## config.mk

```make
export PLATFORM = sky130hd
export DESIGN_NAME = clint_ctrl_flat
export DESIGN_NICKNAME = d
export VERILOG_FILES = /design/src/rtl/clint_ctrl_pkg.sv /design/src/rtl/clint_ctrl_if.sv /design/src/rtl/clint_ctrl.sv /design/src/flat_wrapper.sv
export SDC_FILE = /design/constraint.sdc
export NUM_CORES = 1
export LEC_CHECK = 0
export ABC_AREA = 1
export CORE_AREA = 3 3 217 219
export DETAILED_ROUTE_END_ITERATION = 8
export DIE_AREA = 0 0 220 222
export HOLD_SLACK_MARGIN = 0.15
export MAX_ROUTING_LAYER = met4
export PLACE_DENSITY = 0.53
export SLEW_MARGIN = 30
export SYNTH_ARGS = -nofsm -noshare
export SYNTH_HDL_FRONTEND = slang
export SYNTH_SLANG_ARGS = --single-unit
```

## constraint.sdc

```tcl
create_clock -name clk -period 4.1 [get_ports clk]
set_input_delay 1.025 -clock clk [delete_from_list [all_inputs] [get_ports clk]]
set_output_delay 1.025 -clock clk [all_outputs]
set_load 0.01 [all_outputs]
```

## src/rtl/clint_ctrl_pkg.sv

```systemverilog
// Shared constants and state encoding for the core-local interrupt sequencer.
// Covers CSR addresses, trap/return instruction encodings and cause codes.
package clint_ctrl_pkg;

    localparam logic [11:0] INST_CSR_MEPC    = 12'h341;
    localparam logic [11:0] INST_CSR_MSTATUS = 12'h300;
    localparam logic [11:0] INST_CSR_MCAUSE  = 12'h342;
    localparam logic [11:0] INST_CSR_MTVEC   = 12'h305;

    localparam logic [31:0] INST_ECALL  = 32'h0000_0073;
    localparam logic [31:0] INST_EBREAK = 32'h0010_0073;
    localparam logic [31:0] INST_MRET   = 32'h3020_0073;

    localparam logic [63:0] CAUSE_ECALL  = 64'd11;
    localparam logic [63:0] CAUSE_EBREAK = 64'd3;

    // MSTATUS bit positions touched by trap entry and return.
    localparam int unsigned MSTATUS_MIE_BIT  = 3;
    localparam int unsigned MSTATUS_MPIE_BIT = 7;

    typedef enum logic [2:0] {
        StIdle        = 3'd0,
        StMepc        = 3'd1,
        StMstatus     = 3'd2,
        StMcause      = 3'd3,
        StMstatusMret = 3'd4,
        StAssert      = 3'd5
    } clint_state_e;

endpackage

```

## src/rtl/clint_ctrl_if.sv

```systemverilog
// Bundle of pipeline, CSR-file and redirect signals around the interrupt sequencer.
// The slave modport is the sequencer; the master modport is its surroundings.
interface clint_ctrl_if #(
    parameter int unsigned XLEN = 64
);

    logic [7:0]      int_flag_i;
    logic [31:0]     inst_i;
    logic [XLEN-1:0] inst_addr_i;
    logic            jump_flag_i;
    logic [XLEN-1:0] jump_addr_i;
    logic            hold_flag_i;
    logic [XLEN-1:0] csr_mtvec_i;
    logic [XLEN-1:0] csr_mepc_i;
    logic [XLEN-1:0] csr_mstatus_i;
    logic            global_int_en_i;

    logic            we_o;
    logic [XLEN-1:0] waddr_o;
    logic [XLEN-1:0] data_o;
    logic            hold_flag_o;
    logic            int_assert_o;
    logic [XLEN-1:0] int_addr_o;

    modport slave (
        input  int_flag_i, inst_i, inst_addr_i, jump_flag_i, jump_addr_i, hold_flag_i,
        input  csr_mtvec_i, csr_mepc_i, csr_mstatus_i, global_int_en_i,
        output we_o, waddr_o, data_o, hold_flag_o, int_assert_o, int_addr_o
    );

    modport master (
        output int_flag_i, inst_i, inst_addr_i, jump_flag_i, jump_addr_i, hold_flag_i,
        output csr_mtvec_i, csr_mepc_i, csr_mstatus_i, global_int_en_i,
        input  we_o, waddr_o, data_o, hold_flag_o, int_assert_o, int_addr_o
    );

endinterface

```

## src/rtl/clint_ctrl.sv

```systemverilog
// Trap/return sequencer: stalls the pipeline, writes MEPC/MSTATUS/MCAUSE through the
// secondary CSR port, then issues a one-cycle fetch redirect to MTVEC or MEPC.
module clint_ctrl
    import clint_ctrl_pkg::*;
#(
    parameter int unsigned     XLEN        = 64,
    parameter logic [XLEN-1:0] ASYNC_CAUSE = XLEN'(64'h8000_0000_0000_0007)
) (
    input logic         clk,
    input logic         rst,
    clint_ctrl_if.slave bus
);

    localparam logic [XLEN-1:0] MieMask  = XLEN'(1) << MSTATUS_MIE_BIT;
    localparam logic [XLEN-1:0] MpieMask = XLEN'(1) << MSTATUS_MPIE_BIT;

    clint_state_e    state_q, state_d;
    logic [XLEN-1:0] epc_q, epc_d;
    logic [XLEN-1:0] cause_q, cause_d;
    logic            mret_q, mret_d;
    logic            rst_q;

    logic            is_ecall, is_ebreak, is_mret, async_req, trig, quiet;
    logic [XLEN-1:0] mstatus_trap, mstatus_mret;

    assign is_ecall  = (bus.inst_i == INST_ECALL);
    assign is_ebreak = (bus.inst_i == INST_EBREAK);
    assign is_mret   = (bus.inst_i == INST_MRET);
    assign async_req = (|bus.int_flag_i) & bus.global_int_en_i & ~bus.hold_flag_i;

    // Outputs stay silent during reset and the cycle after; no trigger is taken then either,
    // so a stalled-but-unserviced instruction can never occur.
    assign quiet = rst | rst_q;
    assign trig  = ~rst_q & (state_q == StIdle) & (is_ecall | is_ebreak | is_mret | async_req);

    // Entry: MPIE <= MIE, MIE <= 0.  Return: MIE <= MPIE, MPIE <= 1.
    assign mstatus_trap = (bus.csr_mstatus_i & ~(MieMask | MpieMask))
                        | (bus.csr_mstatus_i[MSTATUS_MIE_BIT] ? MpieMask : '0);
    assign mstatus_mret = (bus.csr_mstatus_i & ~(MieMask | MpieMask)) | MpieMask
                        | (bus.csr_mstatus_i[MSTATUS_MPIE_BIT] ? MieMask : '0);

    always_comb begin
        state_d = state_q;
        epc_d   = epc_q;
        cause_d = cause_q;
        mret_d  = mret_q;
        unique case (state_q)
            StIdle: begin
                if (trig) begin
                    if (is_ecall) begin
                        state_d = StMepc;
                        epc_d   = bus.inst_addr_i;
                        cause_d = XLEN'(CAUSE_ECALL);
                        mret_d  = 1'b0;
                    end else if (is_ebreak) begin
                        state_d = StMepc;
                        epc_d   = bus.inst_addr_i;
                        cause_d = XLEN'(CAUSE_EBREAK);
                        mret_d  = 1'b0;
                    end else if (is_mret) begin
                        state_d = StMstatusMret;
                        mret_d  = 1'b1;
                    end else begin
                        // A jump resolving in EX means the next instruction to run is its target.
                        state_d = StMepc;
                        epc_d   = bus.jump_flag_i ? bus.jump_addr_i : bus.inst_addr_i;
                        cause_d = ASYNC_CAUSE;
                        mret_d  = 1'b0;
                    end
                end
            end
            StMepc:        state_d = StMstatus;
            StMstatus:     state_d = StMcause;
            StMcause:      state_d = StAssert;
            StMstatusMret: state_d = StAssert;
            StAssert:      state_d = StIdle;
            default:       state_d = StIdle;
        endcase
    end

    always_ff @(posedge clk) begin
        rst_q <= rst;
        if (rst) begin
            state_q <= StIdle;
            epc_q   <= '0;
            cause_q <= '0;
            mret_q  <= 1'b0;
        end else begin
            state_q <= state_d;
            epc_q   <= epc_d;
            cause_q <= cause_d;
            mret_q  <= mret_d;
        end
    end

    always_comb begin
        bus.we_o         = 1'b0;
        bus.waddr_o      = '0;
        bus.data_o       = '0;
        bus.int_assert_o = 1'b0;
        bus.int_addr_o   = '0;
        if (!quiet) begin
            unique case (state_q)
                StMepc: begin
                    bus.we_o    = 1'b1;
                    bus.waddr_o = XLEN'(INST_CSR_MEPC);
                    bus.data_o  = epc_q;
                end
                StMstatus: begin
                    bus.we_o    = 1'b1;
                    bus.waddr_o = XLEN'(INST_CSR_MSTATUS);
                    bus.data_o  = mstatus_trap;
                end
                StMcause: begin
                    bus.we_o    = 1'b1;
                    bus.waddr_o = XLEN'(INST_CSR_MCAUSE);
                    bus.data_o  = cause_q;
                end
                StMstatusMret: begin
                    bus.we_o    = 1'b1;
                    bus.waddr_o = XLEN'(INST_CSR_MSTATUS);
                    bus.data_o  = mstatus_mret;
                end
                StAssert: begin
                    bus.int_assert_o = 1'b1;
                    bus.int_addr_o   = mret_q ? bus.csr_mepc_i : bus.csr_mtvec_i;
                end
                default: ;
            endcase
        end
    end

    assign bus.hold_flag_o = ~quiet & ((state_q != StIdle) | trig);

endmodule

```

## src/flat_wrapper.sv

```systemverilog
// flat-port wrapper written by rule: the top's interface ports become plain ports
module clint_ctrl_flat import clint_ctrl_pkg::*;
#(
    parameter int unsigned     XLEN        = 64,
    parameter logic [XLEN-1:0] ASYNC_CAUSE = XLEN'(64'h8000_0000_0000_0007)
)
  (clk, rst, bus_int_flag_i, bus_inst_i, bus_inst_addr_i, bus_jump_flag_i, bus_jump_addr_i, bus_hold_flag_i, bus_csr_mtvec_i, bus_csr_mepc_i, bus_csr_mstatus_i, bus_global_int_en_i, bus_we_o, bus_waddr_o, bus_data_o, bus_hold_flag_o, bus_int_assert_o, bus_int_addr_o);
  clint_ctrl_if #(.XLEN(XLEN)) bus_i ();
  input logic clk;
  input logic rst;
  input wire logic [$bits(bus_i.int_flag_i)-1:0] bus_int_flag_i;
  input wire logic [$bits(bus_i.inst_i)-1:0] bus_inst_i;
  input wire logic [$bits(bus_i.inst_addr_i)-1:0] bus_inst_addr_i;
  input wire logic [$bits(bus_i.jump_flag_i)-1:0] bus_jump_flag_i;
  input wire logic [$bits(bus_i.jump_addr_i)-1:0] bus_jump_addr_i;
  input wire logic [$bits(bus_i.hold_flag_i)-1:0] bus_hold_flag_i;
  input wire logic [$bits(bus_i.csr_mtvec_i)-1:0] bus_csr_mtvec_i;
  input wire logic [$bits(bus_i.csr_mepc_i)-1:0] bus_csr_mepc_i;
  input wire logic [$bits(bus_i.csr_mstatus_i)-1:0] bus_csr_mstatus_i;
  input wire logic [$bits(bus_i.global_int_en_i)-1:0] bus_global_int_en_i;
  output wire logic [$bits(bus_i.we_o)-1:0] bus_we_o;
  output wire logic [$bits(bus_i.waddr_o)-1:0] bus_waddr_o;
  output wire logic [$bits(bus_i.data_o)-1:0] bus_data_o;
  output wire logic [$bits(bus_i.hold_flag_o)-1:0] bus_hold_flag_o;
  output wire logic [$bits(bus_i.int_assert_o)-1:0] bus_int_assert_o;
  output wire logic [$bits(bus_i.int_addr_o)-1:0] bus_int_addr_o;
  assign bus_i.int_flag_i = bus_int_flag_i;
  assign bus_i.inst_i = bus_inst_i;
  assign bus_i.inst_addr_i = bus_inst_addr_i;
  assign bus_i.jump_flag_i = bus_jump_flag_i;
  assign bus_i.jump_addr_i = bus_jump_addr_i;
  assign bus_i.hold_flag_i = bus_hold_flag_i;
  assign bus_i.csr_mtvec_i = bus_csr_mtvec_i;
  assign bus_i.csr_mepc_i = bus_csr_mepc_i;
  assign bus_i.csr_mstatus_i = bus_csr_mstatus_i;
  assign bus_i.global_int_en_i = bus_global_int_en_i;
  assign bus_we_o = bus_i.we_o;
  assign bus_waddr_o = bus_i.waddr_o;
  assign bus_data_o = bus_i.data_o;
  assign bus_hold_flag_o = bus_i.hold_flag_o;
  assign bus_int_assert_o = bus_i.int_assert_o;
  assign bus_int_addr_o = bus_i.int_addr_o;
  clint_ctrl #(.XLEN(XLEN), .ASYNC_CAUSE(ASYNC_CAUSE)) u_core (.clk(clk), .rst(rst), .bus(bus_i));
endmodule
```

==> flow_summary.ini <==
[sta]
rsz0062_at_grt = no
fin_crit_ps = 3880
hold_violations = 0
clock-skew-final_ps = 4.82
period_share_pct = 94.5
fin_ws_ps = 224
fmax_ghz = 0.258
holdWs_ps = 460
drv_slew = 0
tightest_slew_ps = 695
final.setup.tns_ps = 0
relSlewSlack_pct = 53.7
setup_violations = 0

[setup_path]
max_stage_delay_ps = 560
timing.critical_path.required_ps = 3070
crit_chain = clkdlybuf4s50_1, nor2_4, nand2_2, buf_12, buf_4, a21oi_1, clkdlybuf4s50_1
cp_slowest_cell = clkdlybuf4s50_1
criticalPathCategory = in2out
crit_path_end_kind = output port
startpoint_type = input port
crit_fanout = 57
worstPathArrival_ps = 2850
crit_top_cell = clkdlybuf4s50_1

[global_routing]
grt_pass1_wl_um = 57400
track_usage_pct = 16.0
gr-total-overflow = 0
grt_start_max_net_pins = 66
antenna_found_initial = 0
grt_pass1_vias = 9096

[pwr]
p_sw_share_pct = 34.9
p_sw_w = 0.00107
seq_power_share_pct = 27.2
p_int_w = 0.00200
clkPwrFrac_pct = 29.7
p_per_area_nw_per_um2 = 244
peakVddDrop_mv = 0.175
power_leakage_nw = 6.06
combPwrFrac_pct = 43.1

[synthesis]
synth_xor_area_share_pct = 0
netlist_instances = 1309
synth_mux_area_share_pct = 0
synth_area_leaders = nand2_1 (30%), dfxtp_1 (21%), nor2_1 (9.5%)
yosys.area_share.adder_pct = 0
ys_seq_elements = 72
synthDistinctLibCells = 22
yosysWarnings = 0
syn-cell-area_um2 = 6710
synth-compound-area-share_pct = 10.6
synth_top_area_share_pct = 30.4
yosysTopAreaCell = nand2_1
yosys.area_share.simple_pct = 46.7
synth_top_family_by_area = simple AND/OR/NAND/NOR gates
ys_seq_area_share_pct = 21.5
syn_area_per_cell_um2 = 5.13

[place]
dp_hpwl_um = 32600
portBuffers = 500
place_ws_ps = 14.1
placed_cells = 2354
place_congestion = 0.914

[floorplan]
die_x_um = 220
die_area_um2 = 48800
die_h_um = 222
start_util_pct = 14.8
coreArea_um2 = 45300
pin_count = 560
core.rowCount = 78

[drt]
totalWireLength_um = 40400
first_pass_iters = 5
drc = 0
vias_per_cell = 3.92
antenna_left = 0
vias = 9286
drt_iter0_drc = 426
post_drt_wl_per_cell_um = 17.1

[status]
status = complete, no violations

[clock_network]
path_clk_slew_ps = 60
cts-root-buf = clkbuf_16
ctsHoldBuffers = 0
clock_sinks = 72
clockBufferDepth = 2
clk_latency_ps = 340
cts_tree = done
htree_levels = 3
cts_inserted_buffers = 9
cts_setup_buffers = 0

[min_path]
min_path_type = reg2reg

[run]
maxCapViolations = 0

[finish]
fin_cells = 2369
drive_gt1_share_pct = 4.92
diodes = 0
nNetsFinal = 2130
syn_to_final_growth_pct = 87.5
fillerInstances = 5140
==> synthesized netlist by cell type (all sizes together) <==
cell type,number
buf,97
nor3,3
conb,1
nand3b,1
a31oi,2
clkbuf,44
dfxtp,72
nand2,543
inv,159
nand3,71
o21ai,60
nor2,174
a21oi,69
a221oi,6
nand4,7
==> final cells by class <==
class                           instances  area (um^2)  share of cell area (%)
Clock buffer                            9          225                    1.79
Clock inverter                          6          109                   0.865
Inverter                              159          597                    4.74
Multi-Input combinational cell        995         4110                    32.7
Tap cell                              600          751                    5.96
Sequential cell                        72         1440                    11.5
Timing Repair Buffer                  528         5350                    42.5
==> repair_timing <==
action	CTS	global route
endpoints found under the setup margin	6	2
resized for setup	1	2
pin swaps	0	0
==> logic make-up after synthesis <==
group / after synthesis
AOI/OAI and AO/OA: 137
and+or+nand+nor: 799
other: 1
buffers and inverters: 300
DFF: 72
==> state kept, by name, indices dropped and copies added, names as in the netlist <==
signal,count
u_core.cause_q,3
u_core.state_q,3
u_core.mret_q,1
u_core.epc_q,64
u_core.rst_q,1
==> cells in the final DEF, fill, tap and decap left out, drive strengths merged <==
cell type and instances:
o21ai 60, nand3 71, dlymetal6s2s 1, buf 49
inv 159, conb 59, clkbuf 9, clkinv 3
nand2 543, a31oi 2, a21oi 69, nand3b 1
a221oi 6, nor2 174, nand4 7, dfxtp 72
bufinv 3, nor3 3, clkdlybuf4s50 478
==> worst paths after layout <==
path / start / end / slack [ps] / cells after the start
worst min-delay path: u_core.cause_q[1]$_SDFFE_PP0P_ / u_core.cause_q[1]$_SDFFE_PP0P_ / 460 / 2
worst max-delay path: rst / bus_int_addr_o[51] / 220 / 7
worst max register to register: u_core.state_q[1]$_SDFFE_PP0P_ / u_core.epc_q[45]$_SDFFE_PP0P_ / 1990 / 9
worst min register to register: u_core.cause_q[1]$_SDFFE_PP0P_ / u_core.cause_q[1]$_SDFFE_PP0P_ / 460 / 2
==> power groups by stage <==
stage / clock network (W) / logic (W) / registers (W)
final: 0.000914 / 0.00132 / 0.000836
after global routing: 0.000980 / 0.00149 / 0.000845
after CTS: 0.000954 / 0.00135 / 0.000836
after detailed placement: 0 / 0.00133 / 0.000850
after global placement: 0 / 0.00133 / 0.000849
after floorplan: 0 / 0.000703 / 0.000840
==> worst max-delay path, delay by kind of cell <==
kind                   cells  cell delay [ps]
and+or+nand+nor            2              220
AOI/OAI and AO/OA          1              150
buffers and inverters      4             1430
==> metal layers <==
metal	vias to the layer above	track usage [%]	share of wire [%]
li1	4733	-	-
met1	4135	17.0	37
met2	371	27.8	49
met3	47	4.03	8.3
met4	0	7.71	5.0
met5	-	-	0
==> stage by stage <==
stage	power [W]	cell area, um^2	util, %
floorplan	0.00154	6930	-
global placement	0.00218	12200	27.0
detailed placement	0.00218	12200	27.0
CTS	0.00314	12600	27.8
global route	0.00332	12600	27.8
finish	0.00307	12600	27.8
No activity file was read; power rests on OpenSTA's default activity.
